**src/rtl/shift_sequencer_if.sv**
```systemverilog
// shift_sequencer_if: command and result signals between the ALU decoder and the shift sequencer
interface shift_sequencer_if #(
  parameter int WIDTH = 8,
  parameter int AMT_W = 3
);
  logic             start;
  logic [1:0]       mode;
  logic [AMT_W-1:0] amount;
  logic [WIDTH-1:0] x;
  logic             busy;
  logic             done;
  logic [WIDTH-1:0] f;
  logic             cout;
  logic             ovf;
  modport master (output start, mode, amount, x, input busy, done, f, cout, ovf);
  modport slave (input start, mode, amount, x, output busy, done, f, cout, ovf);
endinterface

```
**src/rtl/shift_sequencer.sv**
```systemverilog
// shift_sequencer: multi-cycle 1-bit-per-clock left shifter with LSL/ROL/ASL modes and sticky overflow
module shift_sequencer #(
  parameter int WIDTH = 8,
  parameter int AMT_W = 3
) (
  input logic               clk,
  input logic               rst,
  shift_sequencer_if.slave  bus
);
  localparam logic [1:0] ROL = 2'b01;
  localparam logic [1:0] ASL = 2'b10;
  typedef enum logic [1:0] {IDLE, SHIFT, DONE} state_t;
  state_t           state, state_nx;
  logic [AMT_W-1:0] cnt;
  logic [1:0]       mode_q;
  logic [WIDTH-1:0] f_q;
  logic             cout_q, ovf_q;
  logic             accept, msb, ovf_step;
  logic [WIDTH-1:0] f_nx;
  assign accept = state == IDLE && bus.start;
  assign msb = f_q[WIDTH-1];
  assign f_nx = {f_q[WIDTH-2:0], mode_q == ROL ? msb : 1'b0};
  assign ovf_step = mode_q == ASL && (f_q[WIDTH-1] ^ f_q[WIDTH-2]);
  // state register
  always_ff @(posedge clk)
    state <= rst ? IDLE : state_nx;
  // next state: a zero amount skips SHIFT; the last step (cnt<=1) completes
  always_comb
    state_nx = state == IDLE  ? (bus.start ? (bus.amount != '0 ? SHIFT : DONE) : IDLE) :
               state == SHIFT ? (cnt <= AMT_W'(1) ? DONE : SHIFT) :
               IDLE;
  // outputs decoded from state
  always_comb begin
    bus.busy = state == SHIFT;
    bus.done = state == DONE;
  end
  // datapath: load on accepted start, one step per SHIFT cycle, hold otherwise
  always_ff @(posedge clk)
    if (rst) begin
      f_q <= '0;
      cout_q <= 1'b0;
      ovf_q <= 1'b0;
      cnt <= '0;
      mode_q <= 2'b00;
    end else if (accept) begin
      f_q <= bus.x;
      cout_q <= 1'b0;
      ovf_q <= 1'b0;
      cnt <= bus.amount;
      mode_q <= bus.mode;
    end else if (state == SHIFT) begin
      f_q <= f_nx;
      cout_q <= msb;
      ovf_q <= ovf_q | ovf_step;
      cnt <= cnt != '0 ? cnt - 1'b1 : cnt;
    end
  assign bus.f = f_q;
  assign bus.cout = cout_q;
  assign bus.ovf = ovf_q;
endmodule
```
**src/flat_wrapper.sv**
```systemverilog
// flat-port wrapper written by rule: the top's interface ports become plain ports
module shift_sequencer_flat 
#(
  parameter int WIDTH = 8,
  parameter int AMT_W = 3
)
  (clk, rst, bus_start, bus_mode, bus_amount, bus_x, bus_busy, bus_done, bus_f, bus_cout, bus_ovf);
  shift_sequencer_if #(.WIDTH(WIDTH), .AMT_W(AMT_W)) bus_i ();
  input logic clk;
  input logic rst;
  input wire logic [$bits(bus_i.start)-1:0] bus_start;
  input wire logic [$bits(bus_i.mode)-1:0] bus_mode;
  input wire logic [$bits(bus_i.amount)-1:0] bus_amount;
  input wire logic [$bits(bus_i.x)-1:0] bus_x;
  output wire logic [$bits(bus_i.busy)-1:0] bus_busy;
  output wire logic [$bits(bus_i.done)-1:0] bus_done;
  output wire logic [$bits(bus_i.f)-1:0] bus_f;
  output wire logic [$bits(bus_i.cout)-1:0] bus_cout;
  output wire logic [$bits(bus_i.ovf)-1:0] bus_ovf;
  assign bus_i.start = bus_start;
  assign bus_i.mode = bus_mode;
  assign bus_i.amount = bus_amount;
  assign bus_i.x = bus_x;
  assign bus_busy = bus_i.busy;
  assign bus_done = bus_i.done;
  assign bus_f = bus_i.f;
  assign bus_cout = bus_i.cout;
  assign bus_ovf = bus_i.ovf;
  shift_sequencer #(.WIDTH(WIDTH), .AMT_W(AMT_W)) u_core (.clk(clk), .rst(rst), .bus(bus_i));
endmodule
```
**config.mk**
```make
export PLATFORM = sky130hd
export DESIGN_NAME = shift_sequencer_flat
export DESIGN_NICKNAME = d
export VERILOG_FILES = /design/src/rtl/shift_sequencer_if.sv /design/src/rtl/shift_sequencer.sv /design/src/flat_wrapper.sv
export SDC_FILE = /design/constraint.sdc
export NUM_CORES = 1
export LEC_CHECK = 0
export ABC_CLOCK_PERIOD_IN_PS = 2000
export CAP_MARGIN = 10
export CORE_MARGIN = 3
export CORE_UTILIZATION = 40
export DETAILED_ROUTE_END_ITERATION = 8
export HOLD_SLACK_MARGIN = 0.06
export PLACE_DENSITY = 0.8
export SLEW_MARGIN = 40
export SYNTH_ARGS = -nofsm -noshare
export SYNTH_HDL_FRONTEND = slang
export SYNTH_SLANG_ARGS = --single-unit
```
**constraint.sdc**
```tcl
create_clock -name clk -period 2 [get_ports clk]
set_clock_uncertainty 0.15 [all_clocks]
set_input_delay 0.2 -clock clk [delete_from_list [all_inputs] [get_ports clk]]
set_output_delay 0.2 -clock clk [all_outputs]
set_load 0.02 [all_outputs]
```
Word level (Yosys, flattened, before mapping)
Index checks and enable logic that the tools add are counted.
{"block": "classes", "add_sub_neg": 1, "order_cmp": 1, "n_eq_ne": 4, "mux": 11, "bitwise_logic": 2, "n_reduce_logical": 9}
{"operator": "8-bit two-way mux", "n": 2}
{"operator": "2-bit two-way mux", "n": 5}
{"operator": "3-bit two-way mux", "n": 3}
{"operator": "3-bit nonzero test", "n": 2}
{"operator": "2-bit by 1-bit equality test with 1-bit output (second input constant)", "n": 2}
{"operator": "2-bit equality test (second input constant)", "n": 2}
{"operator": "2-bit nonzero test", "n": 2}
{"operator": "3-bit by 1-bit <= comparator with 1-bit output (second input constant)", "n": 1}
{"operator": "3-bit by 1-bit subtractor with 3-bit output (second input constant)", "n": 1}
{"operator": "1-bit logical AND", "n": 2}
{"operator": "2-bit zero test", "n": 1}
{"operator": "2-bit AND reduction", "n": 1}
{"operator": "2-bit OR reduction", "n": 1}
{"operator": "1-bit two-way mux", "n": 1}
{"operator": "1-bit OR", "n": 1}
{"operator": "1-bit XOR", "n": 1}
{"block": "word_totals", "regBits": 17, "out_inout_bits": 12, "elab_cells": 34}

Longest topological paths before layout
{"block": "logic_depth", "ltp_word": 4, "depth_mapped": 6}

Worst setup path before layout
OpenSTA, ideal clock, no wires.
{"block": "synth_timing", "path_type": "register to register", "start": "register u_core.cnt[0]", "end": "register u_core.cnt[2]", "t_arrival_ns": 1.477, "setup_slack_ns": 0.308, "path_stages_with_launch": 7, "synth_period_minus_slack_ns": 1.692, "cell_sequence": "dfxtp_1 -> inv_1 -> ha_1 -> or4b_2 -> o21ai_0 -> a222oi_1 -> nor2_1"}
{"block": "synth_between", "elab_chain_cells": 4}
{"item": "from (decl)", "line_no": "shift_sequencer.sv:14", "source": "logic [AMT_W-1:0] cnt;"}
{"item": "from (signal assigned)", "line_no": "shift_sequencer.sv:49", "source": "cnt <= bus.amount;"}
{"item": "from (signal assigned)", "line_no": "shift_sequencer.sv:55", "source": "cnt <= cnt != '0 ? cnt - 1'b1 : cnt;"}
{"item": "3-bit by 1-bit subtractor with 3-bit output", "line_no": "shift_sequencer.sv:55"}
{"item": "3-bit two-way mux", "line_no": "shift_sequencer.sv:55"}
{"item": "3-bit two-way mux", "line_no": "shift_sequencer.sv:51", "source": "end else if (state == SHIFT) begin"}
{"item": "3-bit two-way mux", "line_no": "shift_sequencer.sv:45", "source": "end else if (accept) begin"}
Several ways; a longest one is shown, not always the timed one. The select of a mux whose other input is x is not followed.
A chain may end at the register's enable or synchronous reset.

Worst setup path after layout
{"block": "layout_timing", "start": "register u_core.state[0]", "end": "output port bus_busy"}
{"block": "layout_between", "elab_chain_cells": 1}
{"item": "from (decl)", "line_no": "shift_sequencer.sv:13", "source": "state_t state, state_nx;"}
{"item": "from (signal assigned)", "line_no": "shift_sequencer.sv:26", "source": "state <= rst ? IDLE : state_nx;"}
{"item": "2-bit by 1-bit equality test with 1-bit output", "line_no": "shift_sequencer.sv:34", "source": "bus.busy = state == SHIFT;"}
{"item": "to (decl)", "line_no": "flat_wrapper.sv:15", "source": "output wire logic [$bits(bus_i.busy)-1:0] bus_busy;"}
Every way passes these cells.

==> impl_metrics.xml <==
<?xml version="1.0" encoding="UTF-8"?>
<metrics>
  <group name="clock_network">
    <metric name="cts_setup_buffers" unit="">0</metric>
    <metric name="resize_count_post_cts" unit="">1</metric>
    <metric name="ctsHtreeMaxLevel" unit="">1</metric>
    <metric name="buffer_levels_on_the_longest_clock_path" unit="">2</metric>
    <metric name="holdBufCountCts" unit="">0</metric>
    <metric name="clk-insertion-delay-late" unit="ns">0.29</metric>
    <metric name="cts.sinks" unit="">17</metric>
    <metric name="tritoncts" unit="">yes</metric>
    <metric name="clock-root-buffer" unit="">sky130_fd_sc_hd__clkbuf_4</metric>
    <metric name="clock_pin_slew_on_the_worst_setup_and_hold_paths" unit="ns">0.10</metric>
    <metric name="tritoncts.num_buffers" unit="">3</metric>
  </group>
  <group name="final_layout">
    <metric name="layout_nets" unit="">149</metric>
    <metric name="multiInputGateArea" unit="µm²">455</metric>
    <metric name="antenna_cells" unit="">0</metric>
    <metric name="num-fill-cells" unit="">168</metric>
    <metric name="post_route_cells_drive_above_1_share" unit="">0.0853</metric>
    <metric name="layout.core_utilization" unit="">0.630</metric>
    <metric name="area_growth_from_synthesis_to_layout" unit="%">39.1</metric>
    <metric name="register_area" unit="µm²">342</metric>
    <metric name="finish.cell_count_without_fillers" unit="">154</metric>
  </group>
  <group name="critical_path">
    <metric name="critical-path-top-delay-family" unit="">buffers and inverters</metric>
    <metric name="critical_path_required" unit="ns">1.65</metric>
    <metric name="endpoint_kind" unit="">output port</metric>
    <metric name="max_stage_delay" unit="ns">0.62</metric>
    <metric name="worstSetupStartpointType" unit="">register</metric>
    <metric name="crit_path_max_fanout" unit="">7</metric>
    <metric name="critPathSlowestCell" unit="">sky130_fd_sc_hd__clkdlybuf4s50_1</metric>
    <metric name="cp_data_arrival_time" unit="ns">1.53</metric>
    <metric name="path_cells" unit="">nor2b_1 &gt; clkdlybuf4s50_1</metric>
    <metric name="worst-setup-path-type" unit="">register to output port</metric>
    <metric name="cp_num_buf_inv" unit="">1</metric>
  </group>
  <group name="placement">
    <metric name="dp.final_hpwl" unit="mm">1.50</metric>
    <metric name="globalplace.congestion" unit="">0.839</metric>
    <metric name="port_buffers" unit="">27</metric>
    <metric name="placed_cells_incl_taps" unit="">150</metric>
  </group>
  <group name="detailed_routing">
    <metric name="routed_wl" unit="mm">1.99</metric>
    <metric name="detailedRoute.firstIterationViolations" unit="">12</metric>
    <metric name="via_per_inst" unit="">5.12</metric>
    <metric name="detail_route.wl_per_cell" unit="µm">12.9</metric>
    <metric name="detailroute.via_count" unit="">788</metric>
    <metric name="ant_nets" unit="">0</metric>
    <metric name="drc" unit="">0</metric>
    <metric name="drt_pre_antenna_iters" unit="">4</metric>
  </group>
  <group name="hold_path">
    <metric name="hold_class" unit="">register to register</metric>
  </group>
  <group name="power_and_ir_drop">
    <metric name="power.combinational.fraction" unit="">0.320</metric>
    <metric name="ir_drop" unit="mV">0.446</metric>
    <metric name="leakagePower" unit="nW">0.456</metric>
    <metric name="share_seq_of_total_power" unit="">0.469</metric>
    <metric name="power.net_switching" unit="W">0.000278</metric>
    <metric name="internal-power" unit="W">0.000592</metric>
    <metric name="clock_power_share" unit="">0.211</metric>
    <metric name="power_density" unit="nW/µm²">742</metric>
    <metric name="power.share.switching" unit="">0.319</metric>
  </group>
  <group name="logic_synthesis">
    <metric name="synth_area_in_xor_xnor" unit="">0.0208</metric>
    <metric name="synthTopCellsByCount" unit="">17 x sky130_fd_sc_hd__dfxtp_1, 16 x sky130_fd_sc_hd__nor2_1, 10 x sky130_fd_sc_hd__nor3_1, 9 x sky130_fd_sc_hd__nor2b_1, 7 x sky130_fd_sc_hd__o22ai_1</metric>
    <metric name="synth_area" unit="µm²">842</metric>
    <metric name="mappedNetlistNets" unit="">119</metric>
    <metric name="postSynthAreaPerCell" unit="µm²">8.42</metric>
    <metric name="yosysSeqAreaShare" unit="">0.404</metric>
    <metric name="synthesized_flop_and_latch_total" unit="">17</metric>
    <metric name="synth_top_family_by_area" unit="">simple AND/OR/NAND/NOR gates</metric>
    <metric name="yosys-top-cells-area" unit="">sky130_fd_sc_hd__dfxtp_1 40%, sky130_fd_sc_hd__nor2_1 7.1%, sky130_fd_sc_hd__nor2b_1 6.7%</metric>
    <metric name="adder_cell_area_share_of_the_yosys_netlist" unit="">0.0446</metric>
    <metric name="ys_warnings" unit="">0</metric>
    <metric name="postSynth.asyncResetShare" unit="">0</metric>
    <metric name="synth_cell_type_count" unit="">30</metric>
    <metric name="top_flip_flop_cell_by_instance_count_after_synthesis" unit="">sky130_fd_sc_hd__dfxtp_1</metric>
    <metric name="share_of_the_synthesized_area_in_compound_gates_ao_oa_aoi_oai" unit="">0.175</metric>
    <metric name="yosysMostFrequentCell" unit="">sky130_fd_sc_hd__dfxtp_1</metric>
    <metric name="synth_largest_type_area_fraction" unit="">0.404</metric>
    <metric name="synth_area_leader_cell" unit="">sky130_fd_sc_hd__dfxtp_1</metric>
    <metric name="synth_simple_gate_area_frac" unit="">0.264</metric>
    <metric name="netlist_instances" unit="">100</metric>
    <metric name="synth.mux.area_fraction" unit="">0.0357</metric>
    <metric name="synth-edff-count" unit="">0</metric>
  </group>
  <group name="run">
    <metric name="max-cap-violations" unit="">0</metric>
  </group>
  <group name="sta">
    <metric name="min_clock_period_post_route" unit="ns">1.88</metric>
    <metric name="max_freq" unit="MHz">531</metric>
    <metric name="slew_headroom" unit="">0.679</metric>
    <metric name="tightest_slew" unit="ns">0.480</metric>
    <metric name="final-hold-violation-count" unit="">0</metric>
    <metric name="final_setup_violation_count" unit="">0</metric>
    <metric name="timing.final.max_slew_violations" unit="">0</metric>
    <metric name="rsz0062_at_grt" unit="">false</metric>
    <metric name="final.setup.tns" unit="ns">0</metric>
    <metric name="timing.final.crit_share" unit="">0.942</metric>
  </group>
  <group name="die">
    <metric name="initial_core_util" unit="">0.453</metric>
    <metric name="rows" unit="">15</metric>
    <metric name="die_area" unit="µm²">2690</metric>
    <metric name="design.portCount" unit="">28</metric>
    <metric name="die_w" unit="µm">51.9</metric>
    <metric name="core_region_area" unit="µm²">1860</metric>
    <metric name="die_height" unit="µm">51.9</metric>
  </group>
  <group name="global_route">
    <metric name="grt_max_degree" unit="">14</metric>
    <metric name="grt_pass1_wl" unit="mm">3.19</metric>
    <metric name="antenna_violations_before_repair" unit="">0</metric>
    <metric name="grt_pass1_vias" unit="">738</metric>
    <metric name="globalRouteOverflowTotal" unit="">0</metric>
    <metric name="grtUsageTotal" unit="">0.156</metric>
  </group>
  <group name="status">
    <metric name="status" unit="">finished clean</metric>
  </group>
</metrics>
state kept, by name, indices dropped and copies added, names as in the netlist:
register         cells
u_core.bus.cout      1
u_core.bus.f         8
u_core.bus.ovf       1
u_core.cnt           3
u_core.mode_q        2
u_core.state         2
metal layers:
layer | wire [µm] | vias up | global-route usage | share of wire
li1 | - | 402 | - | -
met1 | 929 | 368 | 0.206 | 0.47
met2 | 984 | 16 | 0.249 | 0.49
met3 | 48 | 2 | 0.0172 | 0.024
met4 | 27 | 0 | 0.0786 | 0.014
met5 | 0 | - | 0 | 0
worst paths after layout:
path | cells past startpoint | startpoint | end | slack [ns]
setup / recovery | 2 | u_core.state[0]$_SDFF_PP0_ | bus_busy | 0.12
hold reg to reg | 2 | u_core.mode_q[0]$_SDFFE_PP0P_ | u_core.bus.f[0]$_SDFFE_PP0P_ | 0.35
hold / removal | 2 | u_core.mode_q[0]$_SDFFE_PP0P_ | u_core.bus.f[0]$_SDFFE_PP0P_ | 0.35
setup reg to reg | 6 | u_core.cnt[0]$_SDFFE_PP0P_ | u_core.cnt[2]$_SDFFE_PP0P_ | 0.23
logic make-up after synthesis:
logic type	Yosys count
AO/OA/AOI/OAI	21
flip-flops	17
adder cells (fa/ha/maj)	3
buffers and inverters	11
multiplexers	3
XOR/XNOR	2
AND/OR/NAND/NOR	43
placed cells by master (no fill, tap or decap), drive strengths merged:
cell           count
a21oi              5
a22o               1
buf                3
o21a               1
nor3              10
nor3b              1
o21ai              2
xor2               1
clkbuf             3
a21boi             1
a22oi              1
o211ai             1
o22ai              7
dfxtp             17
clkinv             1
and2b              1
mux2i              3
ha                 3
nand4b             1
or4b               1
xnor2              1
nor2b              9
nor2              16
or2                1
inv                6
nand2b             2
a41oi              1
a222oi             1
nand2              1
clkdlybuf4s50     27
worst min-delay path, cell delays in order (launching register included):
cell	delay, ns
sky130_fd_sc_hd__dfxtp_1	0.33
sky130_fd_sc_hd__nand4b_1	0.09
sky130_fd_sc_hd__a21oi_1	0.06
per-stage QoR:
step,area [µm²],power [W],hold WS (ns),worst slack [ns]
after floorplan,842,0.000580,0.189,0.308
after detailed placement,1140,0.000691,0.344,0.250
after global placement,1140,0.000685,0.336,0.295
after global routing,1170,0.000923,0.395,0.0266
final,1170,0.000869,0.354,0.116
after CTS,1170,0.000873,0.359,0.104
final cells by class:
cell class | count | share of cell area
Clock buffer | 3 | 0.0192
Inverter | 6 | 0.0192
Sequential cell | 17 | 0.292
Multi-Input combinational cell | 72 | 0.389
Tap cell | 25 | 0.0267
Clock inverter | 1 | 0.00427
Timing Repair Buffer | 30 | 0.250
power by group through the flow:
stage                     Sequential [W]  Clock (W)  Combinational, W
after global routing            0.000413   0.000206          0.000304
after detailed placement        0.000415          0          0.000277
after CTS                       0.000407   0.000187          0.000279
final                           0.000408   0.000183          0.000278
after global placement          0.000413          0          0.000273
after floorplan                 0.000430          0          0.000150
No activity file was read; power rests on OpenSTA's default activity.
